===== src/rtl/vga_timing_pkg.sv =====
// Purpose: 640x480@60Hz timing constants and the colour type shared with the room map stages.
// Latency: none (declarations only).
// Backpressure: none; the scan is free-running.
package vga_timing_pkg;

    localparam int H_VISIBLE = 640;
    localparam int H_FRONT   = 16;
    localparam int H_SYNC    = 96;
    localparam int H_BACK    = 48;
    localparam int V_VISIBLE = 480;
    localparam int V_FRONT   = 10;
    localparam int V_SYNC    = 2;
    localparam int V_BACK    = 33;

    localparam int H_TOTAL  = H_VISIBLE + H_FRONT + H_SYNC + H_BACK;   // 800
    localparam int V_TOTAL  = V_VISIBLE + V_FRONT + V_SYNC + V_BACK;   // 525
    localparam int HS_START = H_VISIBLE + H_FRONT;                     // 656
    localparam int HS_END   = HS_START + H_SYNC - 1;                   // 751
    localparam int VS_START = V_VISIBLE + V_FRONT;                     // 490
    localparam int VS_END   = VS_START + V_SYNC - 1;                   // 491

    // 8-bit RRRGGGBB pixel as produced by the room map stages
    typedef logic [7:0] color_t;

endpackage


===== src/rtl/sig_delay.sv =====
// Purpose: fixed-depth shift register with asynchronous reset to a programmable value.
// Latency: DEPTH cycles from din to dout.
// Backpressure: none; shifts every cycle.
module sig_delay #(
    parameter int               WIDTH     = 1,
    parameter int               DEPTH     = 1,
    parameter logic [WIDTH-1:0] RESET_VAL = '0
) (
    input  logic             clk,
    input  logic             rst_n,
    input  logic [WIDTH-1:0] din,
    output logic [WIDTH-1:0] dout
);

    logic [WIDTH-1:0] stage [DEPTH];

    always_ff @(posedge clk or negedge rst_n) begin
        if (!rst_n) begin
            for (int i = 0; i < DEPTH; i++) stage[i] <= RESET_VAL;
        end else begin
            stage[0] <= din;
            for (int i = 1; i < DEPTH; i++) stage[i] <= stage[i-1];
        end
    end

    assign dout = stage[DEPTH-1];

endmodule


===== src/rtl/vga_scan_gen.sv =====
// Purpose: VGA raster scan; presents CurrentX/Y to the map stages, returns sync plus blanked colour.
// Latency: MAP_LAT+1 cycles from counter state to hsync/vsync/videoOn/frameStart/vgaColor.
// Backpressure: none; free-running at the pixel clock, mapData is sampled every cycle.
// Ports: clk_vga/rst_n clock and async reset; mapData colour in; CurrentX/CurrentY scan coordinate
//        out (0 in blanking); hsync/vsync/videoOn/vgaColor/frameStart registered, mutually aligned.
module vga_scan_gen #(
    parameter int   H_VISIBLE = vga_timing_pkg::H_VISIBLE,
    parameter int   H_FRONT   = vga_timing_pkg::H_FRONT,
    parameter int   H_SYNC    = vga_timing_pkg::H_SYNC,
    parameter int   H_BACK    = vga_timing_pkg::H_BACK,
    parameter int   V_VISIBLE = vga_timing_pkg::V_VISIBLE,
    parameter int   V_FRONT   = vga_timing_pkg::V_FRONT,
    parameter int   V_SYNC    = vga_timing_pkg::V_SYNC,
    parameter int   V_BACK    = vga_timing_pkg::V_BACK,
    parameter int   MAP_LAT   = 1,
    parameter logic SYNC_POL  = 1'b0
) (
    input  logic                  clk_vga,
    input  logic                  rst_n,
    input  vga_timing_pkg::color_t mapData,
    output logic [9:0]            CurrentX,
    output logic [8:0]            CurrentY,
    output logic                  hsync,
    output logic                  vsync,
    output logic                  videoOn,
    output vga_timing_pkg::color_t vgaColor,
    output logic                  frameStart
);

    import vga_timing_pkg::*;

    localparam int H_TOT  = H_VISIBLE + H_FRONT + H_SYNC + H_BACK;
    localparam int V_TOT  = V_VISIBLE + V_FRONT + V_SYNC + V_BACK;
    localparam int HS_BEG = H_VISIBLE + H_FRONT;
    localparam int HS_LST = HS_BEG + H_SYNC - 1;
    localparam int VS_BEG = V_VISIBLE + V_FRONT;
    localparam int VS_LST = VS_BEG + V_SYNC - 1;

    logic [9:0] hcnt;
    logic [9:0] vcnt;
    logic       h_last;
    logic       v_last;

    assign h_last = (hcnt == 10'(H_TOT - 1));
    assign v_last = (vcnt == 10'(V_TOT - 1));

    always_ff @(posedge clk_vga or negedge rst_n) begin
        if (!rst_n) begin
            hcnt <= '0;
            vcnt <= '0;
        end else if (h_last) begin
            hcnt <= '0;
            vcnt <= v_last ? 10'd0 : vcnt + 10'd1;
        end else begin
            hcnt <= hcnt + 10'd1;
        end
    end

    // Coordinates go straight to the map stages; they are the only unregistered outputs.
    always_comb begin
        CurrentX = (hcnt < 10'(H_VISIBLE)) ? hcnt : 10'd0;
        CurrentY = (vcnt < 10'(V_VISIBLE)) ? vcnt[8:0] : 9'd0;
    end

    logic vis_raw, hs_raw, vs_raw, fs_raw;

    always_comb begin
        vis_raw = (hcnt < 10'(H_VISIBLE)) && (vcnt < 10'(V_VISIBLE));
        hs_raw  = ((hcnt >= 10'(HS_BEG)) && (hcnt <= 10'(HS_LST))) ? SYNC_POL : ~SYNC_POL;
        vs_raw  = ((vcnt >= 10'(VS_BEG)) && (vcnt <= 10'(VS_LST))) ? SYNC_POL : ~SYNC_POL;
        fs_raw  = (hcnt == 10'd0) && (vcnt == 10'd0);
    end

    // Timing bits wait out the map-stage latency so they meet mapData in the output register.
    logic vis_d, hs_d, vs_d, fs_d;

    sig_delay #(
        .WIDTH     (4),
        .DEPTH     (MAP_LAT),
        .RESET_VAL ({1'b0, ~SYNC_POL, ~SYNC_POL, 1'b0})
    ) u_timing_dly (
        .clk   (clk_vga),
        .rst_n (rst_n),
        .din   ({fs_raw, vs_raw, hs_raw, vis_raw}),
        .dout  ({fs_d, vs_d, hs_d, vis_d})
    );

    always_ff @(posedge clk_vga or negedge rst_n) begin
        if (!rst_n) begin
            vgaColor   <= '0;
            hsync      <= ~SYNC_POL;
            vsync      <= ~SYNC_POL;
            videoOn    <= 1'b0;
            frameStart <= 1'b0;
        end else begin
            vgaColor   <= vis_d ? mapData : 8'h00;
            hsync      <= hs_d;
            vsync      <= vs_d;
            videoOn    <= vis_d;
            frameStart <= fs_d;
        end
    end

endmodule


===== config.mk =====
export PLATFORM = sky130hd
export DESIGN_NAME = vga_scan_gen
export DESIGN_NICKNAME = d
export VERILOG_FILES = /design/src/rtl/vga_timing_pkg.sv /design/src/rtl/sig_delay.sv /design/src/rtl/vga_scan_gen.sv
export SDC_FILE = /design/constraint.sdc
export NUM_CORES = 1
export LEC_CHECK = 0
export BUFFER_PORTS_ARGS = -buffer_cell sky130_fd_sc_hd__buf_2
export CORE_ASPECT_RATIO = 0.9
export CORE_MARGIN = 4
export CORE_UTILIZATION = 52
export CTS_CLUSTER_SIZE = 10
export DETAILED_ROUTE_END_ITERATION = 12
export PLACE_DENSITY = 0.83
export SLEW_MARGIN = 20
export SYNTH_ARGS = -nofsm -noshare
export SYNTH_HDL_FRONTEND = slang
export SYNTH_SLANG_ARGS = --single-unit

===== constraint.sdc =====
create_clock -name clk_vga -period 2.1 [get_ports clk_vga]
set_input_delay 0.525 -clock clk_vga [delete_from_list [all_inputs] [get_ports clk_vga]]
set_output_delay 0.525 -clock clk_vga [all_outputs]
set_load 0.05 [all_outputs]

==> metrics.csv, run 1 <==
stage;metric;value;unit
floorplan;# rows;19;
sta;Worst-Margin Slew;0.768;ns
synthesis;FF+latch count, synth;36;
synthesis;post-synthesis cell area;1690;um2
sta;FMAX;0.486;GHz
place;pre-CTS WS;0.155;ns
power_and_ir_drop;leakage power;1.00;nW
cells_and_area;commonest non-fill, non-tap cell in the layout;dfrtp_1;
detailed_routing;vias;1362;
global_routing;total global-route track usage;18.8;%
detailed_routing;met3 wire len;337;um
power_and_ir_drop;Psw;0.281;mW
min_path;Worst Hold Class;in2async;
critical_path;Critical R2R Capture;vcnt[8]$_DFFE_PN0N_;
critical_path;CP Data Required Time;1.57;ns
critical_path;Critical Path Source Type;flop;
clocking;clk_lat worst skew;0.34;ns
synthesis;synthesized net count;174;
cells_and_area;number of nets in the layout;224;
sta;Final Hold Viols;0;
power_and_ir_drop;Final Power;1.25;mW
status;outcome;completed;
sta;final count of negative-setup-slack endpoints;0;
critical_path;R2R setup slack;0.17;ns
clocking;clock sink count;36;
cells_and_area;Final Instance Area;2170;um2
power_and_ir_drop;logic gate share of total power;5.0;%
detailed_routing;top routing layer in use;met4;
sta;Worst Clk Skew;0.0168;ns
power_and_ir_drop;P per Cell Area;575;nW/um2
detailed_routing;Total Wirelength;3740;um
clocking;H-tree Lvls;2;
detailed_routing;Post-route DRC;0;
cells_and_area;number of inserted diodes;0;
floorplan;Initial Utilization;54.7;%
critical_path;r2r startpoint;hcnt[7]$_DFF_PN0_;
synthesis;Mapped Cells;160;
critical_path;crit end category;primary output;
floorplan;chip height;62.1;um
floorplan;CORE AREA;3090;um2
sta;Final period util;97.9;%
synthesis;Mapped Avg Cell Area;10.6;um2
synthesis;sequential element share of the synthesized area;53.6;%
place;IO Port Bufs;40;
cells_and_area;most frequent cells in the layout;dfrtp_1 (30), buf_2 (25), and2_1 (23), buf_6 (12), buf_4 (11);
synthesis;Ys Warns;0;
cells_and_area;fin util;70.1;%
critical_path;FF-to-FF path depth;5;
global_routing;largest net degree at the start of global routing;37;
cells_and_area;P&R area growth vs syn;28.2;%
clocking;Root Driver;clkbuf_4;
power_and_ir_drop;Int Pwr;0.964;mW
critical_path;CP max FO;7;
synthesis;Distinct cells, synth;37;
critical_path;Setup CP Type;reg2out;
detailed_routing;DR vias/cell;5.38;
sta;Worst Slack Setup Final;0.0439;ns
synthesis;Async SR Flop Fraction;100;%
detailed_routing;Routed met1 length;1640;um
detailed_routing;Detailed Route Iter0 Violations;74;
detailed_routing;Detailed Routing Iterations Pass 1;4;
detailed_routing;routed wl met2;1720;um
synthesis;EDFF count, synth;0;
clocking;CTS tree;yes;
cells_and_area;layout cell share with drive strength beyond 1;35.1;%
sta;Slew Limit Headroom;48.8;%
sta;Max Slew Vio Count;0;
clocking;CTS Buf Count;5;
detailed_routing;WL/cell;14.8;um
floorplan;Die ar.;4230;um2
power_and_ir_drop;IR drop worst, VDD;0.320;mV
place;routability congestion estimate;0.880;
place;DP Wirelength;2560;um
synthesis;Post-synth top flop;dfrtp_1;
critical_path;arrival time worst endpoint;1.53;ns
power_and_ir_drop;Sw Share;22.6;%
place;placed inst area;1950;um2
clocking;clk buf depth;2;
detailed_routing;Final ANT Viol Nets;0;
global_routing;Congestion Overflow GR;0;
floorplan;Die W;68.1;um
power_and_ir_drop;Clock Power Share;38.5;%
sta;Final min period;2.06;ns
critical_path;Setup crit start;vcnt[7]$_DFFE_PN0N_;
floorplan;IO Count;41;
clocking;Clock transition at path regs;0.12;ns
global_routing;first-pass GRT wire length;5730;um
global_routing;vias in the first global route;1264;
clocking;CTS Hold Bufs;0;
run;Max Cap Violations;0;
global_routing;initial antenna violation count;0;
power_and_ir_drop;Sequential Power Share;56.4;%
-- per-layer routing --
layer	track usage, %	vias up
li1	-	656
met1	23.7	637
met2	29.7	62
met3	7.37	7
met4	6.52	0
met5	0	-
-- worst max-delay path, stage by stage, from the launching register on --
cell and delay, ns:
dfrtp_2 0.46, and4_4 0.22, nor2_4 0.15, and2_1 0.17, buf_4 0.20
-- area by class of cell --
class	count	area, um2
Clock inverter	3	42.5
Tap cell	42	52.6
Timing Repair Buffer	49	350
Inverter	7	26.3
Clock buffer	5	37.5
Multi-Input combinational cell	111	748
Sequential cell	36	908
Fill cell	257	925
-- synthesized netlist by cell type (all sizes together), types with 2 or more instances --
master / number / area share (%)
dfrtp: 32 / 47
and2: 25 / 9.3
nor2: 9 / 2.0
nand3: 8 / 2.4
nand4: 8 / 3.0
inv: 7 / 1.6
nand2: 7 / 1.6
nor4: 6 / 2.2
o21ai: 6 / 1.8
xnor2: 6 / 3.1
dfstp: 4 / 6.2
ha: 4 / 3.0
nor2b: 4 / 1.5
nor3: 4 / 1.5
and4: 3 / 1.6
buf: 3 / 1.3
clkbuf: 3 / 0.67
or3: 3 / 1.4
xor2: 3 / 1.6
nor3b: 2 / 0.89
-- power groups by stage --
stage	registers (mW)	logic [mW]	clock network [mW]
after floorplan	0.745	0.00516	0
after global placement	0.716	0.0631	0
after detailed placement	0.716	0.0642	0
after CTS	0.703	0.0643	0.494
after global routing	0.703	0.0689	0.534
final	0.703	0.0626	0.480
-- flip-flops by register name, summed over array words and instances (netlist names) --
name	flops
hcnt	10
vcnt	10
vgaColor	8
u_timing_dly.dout	4
frameStart	1
hsync	1
videoOn	1
vsync	1
-- through the flow --
step | hold slack [ns] | TNS, ns | cells
finish | 0.246 | 0 | 253
global route | 0.288 | -0.0792 | 253
CTS | 0.260 | 0 | 249
detailed placement | 0.340 | 0 | 241
global placement | 0.336 | 0 | 241
floorplan | 0.229 | -1.01 | 160
-- timing repair --
action,in CTS,in global routing
pin swaps,0,0
resized for setup,19,19
setup buffers,0,4
setup endpoints to repair,15,15
-- cells by family (layout without fill, tap and decap cells) --
logic type      count (synthesis)  after routing  share of synthesized area [%]
mux                             1              1                          0.667
fa+ha+maj                       4              4                           2.96
buf+inv                        13             64                           3.48
flops                          36             36                           53.6
simple gates                   82             82                           28.8
compound gates                 15             15                           5.78
xor+xnor                        9              9                           4.67
-- worst max-delay path by stage --
stage / to / slack, ns
2_1_floorplan: CurrentY[0] / -0.34
3_3_place_gp: vcnt[8]$_DFFE_PN0N_ / 0.23
3_5_place_dp: CurrentY[2] / 0.15
4_1_cts: CurrentX[5] / 0.004
5_1_grt: CurrentY[6] / -0.03
6_report: CurrentY[6] / 0.04
Note: power is estimated with default switching activity, not from simulation.
==> run 2, diff against run 1 <==
--- a/config.mk
+++ b/config.mk
@@ -5,13 +5,13 @@
 export SDC_FILE = /design/constraint.sdc
 export NUM_CORES = 1
 export LEC_CHECK = 0
+export ABC_AREA = 1
 export BUFFER_PORTS_ARGS = -buffer_cell sky130_fd_sc_hd__buf_2
 export CORE_ASPECT_RATIO = 0.9
-export CORE_MARGIN = 4
-export CORE_UTILIZATION = 52
+export CORE_UTILIZATION = 53
 export CTS_CLUSTER_SIZE = 10
 export DETAILED_ROUTE_END_ITERATION = 12
-export PLACE_DENSITY = 0.83
+export PLACE_DENSITY = 0.79
 export SLEW_MARGIN = 20
 export SYNTH_ARGS = -nofsm -noshare
 export SYNTH_HDL_FRONTEND = slang
==> run 2 against run 1 <==
  * Sequential cell count unchanged
  * Register-to-register slack better by 0.30 ns
  * Synthesized area up 6.2%
  * Total power up 10%
  * Core utilization down 0.58 points
  * Sequential share of layout area down 0.40 points
  * Fmax up 1.9%
  * Die area down 14%
  * Combinational power up 3.8%
  * Routed wire length down 1.5%
  * Sequential power about the same
  * Non-clock buffer count down 6
==> metrics.csv, run 2 <==
stage;metric;value;unit
status;outcome;completed;
clocking;Root Driver;clkbuf_8;
clocking;CTS Hold Bufs;0;
floorplan;IO Count;41;
critical_path;crit-path leading delay family;buffers and inverters;
sta;Final period util;96.1;%
synthesis;FF+latch count, synth;36;
power_and_ir_drop;IR drop worst, VDD;0.511;mV
cells_and_area;Final Instance Area;2180;um2
cells_and_area;post-route insts no fill;308;
floorplan;# rows;19;
place;placed inst area;2030;um2
sta;Max Slew Vio Count;0;
sta;Final min period;2.02;ns
critical_path;Critical Path Source Type;flop;
synthesis;Mapped Avg Cell Area;8.27;um2
synthesis;Mapped Cells;217;
synthesis;Ys Warns;0;
clocking;H-tree Lvls;2;
detailed_routing;Total Wirelength;3690;um
clocking;clk_lat worst skew;0.30;ns
critical_path;slowest stage delay, CP;0.44;ns
synthesis;Async SR Flop Fraction;100;%
critical_path;CP Data Required Time;1.57;ns
clocking;CTS Buf Count;5;
clocking;Clock transition at path regs;0.07;ns
floorplan;chip height;57.2;um
place;DP Wirelength;2550;um
cells_and_area;number of nets in the layout;279;
detailed_routing;DR vias/cell;5.15;
global_routing;largest net degree at the start of global routing;37;
floorplan;Initial Utilization;57.2;%
cells_and_area;P&R area growth vs syn;21.5;%
clocking;clk buf depth;2;
cells_and_area;number of inserted diodes;0;
global_routing;Congestion Overflow GR;0;
clocking;CTS tree;yes;
place;routability congestion estimate;0.951;
sta;final count of negative-setup-slack endpoints;0;
cells_and_area;most frequent cells in the layout;nand2_1 (40), inv_1 (39), buf_2 (39), nor2_1 (37), dfrtp_1 (32);
synthesis;Post-synth top flop;dfrtp_1;
run;Max Cap Violations;0;
clocking;clock sink count;36;
power_and_ir_drop;P per Cell Area;629;nW/um2
synthesis;Yosys top cell area share;44.6;%
power_and_ir_drop;leakage power;1.19;nW
power_and_ir_drop;Final Power;1.37;mW
cells_and_area;top flop regs;hcnt (10), vcnt (10), vgaColor (8);
critical_path;Buffers & Inverters on Critical Path;2;
global_routing;vias in the first global route;1339;
critical_path;arrival time worst endpoint;1.49;ns
synthesis;synthesized net count;231;
floorplan;Die ar.;3620;um2
detailed_routing;Post-route DRC;0;
synthesis;area leader, netlist;dfrtp_1;
sta;Worst-Margin Slew;0.438;ns
cells_and_area;Multi-input gate area;739;um2
cells_and_area;layout cell share with drive strength beyond 1;24.4;%
synthesis;Distinct cells, synth;25;
detailed_routing;Detailed Route Iter0 Violations;140;
sta;Slew Limit Headroom;70.8;%
floorplan;Die W;63.3;um
place;IO Port Bufs;40;
critical_path;critical path depth in cells;4;
critical_path;Worst path slowest cell;dfrtp_1;
cells_and_area;fin util;69.5;%
sta;Setup TNS Final;0;ns
global_routing;initial antenna violation count;0;
detailed_routing;WL/cell;12.0;um
sta;Worst Clk Skew;0.00806;ns
synthesis;EDFF count, synth;0;
critical_path;crit end category;primary output;
critical_path;crit path cell chain;inv_1 > a21oi_4 > nor2_1 > buf_2;
critical_path;Setup CP Type;reg2out;
detailed_routing;vias;1585;
cells_and_area;Filler cells;270;
synthesis;post-synthesis cell area;1790;um2
synthesis;top cells by area, synth;dfrtp_1 (45%), nand2_1 (8.4%), inv_1 (8.2%);
place;dpl cells;297;
detailed_routing;Detailed Routing Iterations Pass 1;4;
sta;Final Hold Viols;0;
sta;FMAX;0.496;GHz
cells_and_area;commonest non-fill, non-tap cell in the layout;nand2_1;
detailed_routing;Final ANT Viol Nets;0;
global_routing;first-pass GRT wire length;6000;um
synthesis;most numerous cell in the Yosys netlist;nand2_1;
critical_path;CP max FO;6;
synthesis;sequential element share of the synthesized area;50.5;%
cells_and_area;Sequential Area;906;um2
synthesis;Post-synth top cells;nand2_1 (40), inv_1 (39), nor2_1 (37), dfrtp_1 (32);
floorplan;CORE AREA;3140;um2
min_path;Worst Hold Class;in2async;
global_routing;total global-route track usage;22.3;%
critical_path;FF-to-FF path depth;7;
[run 2: where the power goes]
group	internal [mW]	switching, mW	leakage (nW)
combinational	0.0151	0.0498	0.688
clock	0.351	0.254	0.0541
sequential	0.701	0.00140	0.446
total	1.07	0.305	1.19
[run 2: final timing paths]
| check | endpoint | from | slack [ns] |
|---|---|---|---|
| setup / recovery | CurrentX[1] | hcnt[9]$_DFF_PN0_ | 0.08 |
| hold / removal | hcnt[1]$_DFF_PN0_ | rst_n | 0.25 |
| setup reg to reg | vcnt[4]$_DFFE_PN0N_ | vcnt[0]$_DFFE_PN0N_ | 0.47 |
| hold reg to reg | hsync$_DFF_PN1_ | u_timing_dly.dout[1]$_DFF_PN1_ | 0.36 |
| max in group asynchronous | u_timing_dly.dout[1]$_DFF_PN1_ | rst_n | 1.51 |
| min in group clk_vga | hsync$_DFF_PN1_ | u_timing_dly.dout[1]$_DFF_PN1_ | 0.36 |
[run 2: final cells by class]
class | count | area share, %
Sequential cell | 36 | 41.5
Timing Repair Buffer | 43 | 10.3
Clock inverter | 3 | 1.95
Inverter | 39 | 6.71
Tap cell | 42 | 2.41
Clock buffer | 5 | 3.16
Multi-Input combinational cell | 140 | 33.9
[run 2: per-stage QoR]
stage                     setup slack (ns)  hold WS, ns
after floorplan                      0.260        0.229
after global placement               0.343        0.338
after detailed placement             0.348        0.344
after CTS                          0.00496        0.267
after global routing              -0.00156        0.306
final                               0.0827        0.253
[run 2: layer usage]
layer | vias to the layer above | share of wire (%) | wire length [um] | global-route usage [%]
met5 | - | 0 | 0 | 0
met4 | 0 | 2.4 | 89 | 13.6
met3 | 8 | 8.7 | 320 | 5.20
met2 | 68 | 43 | 1590 | 32.2
met1 | 731 | 46 | 1690 | 30.6
li1 | 778 | - | - | -
[run 2: repair_timing]
| action | 4_1_cts | 5_1_grt |
|---|---|---|
| gates resized for setup | 0 | 3 |
| buffers inserted | 0 | 2 |
| endpoints found under the setup margin | 0 | 17 |
[run 2: kinds of logic (layout without fill, tap and decap cells)]
group	Yosys count	count (layout)	share of synthesized area [%]
AO/OA/AOI/OAI	19	20	6.63
XOR/XNOR	6	6	2.93
adder cells (fa/ha/maj)	4	4	2.79
buffers and inverters	42	90	9.62
flip-flops	36	36	50.5
AND/OR/NAND/NOR	110	110	27.5
[run 2: worst register-to-register path: cells and delay by family (launching register included)]
family | cells | cell delay [ns]
adder cells (fa/ha/maj) | 1 | 0.21
flip-flops | 1 | 0.45
buffers and inverters | 2 | 0.23
AND/OR/NAND/NOR | 3 | 0.53
AO/OA/AOI/OAI | 1 | 0.09
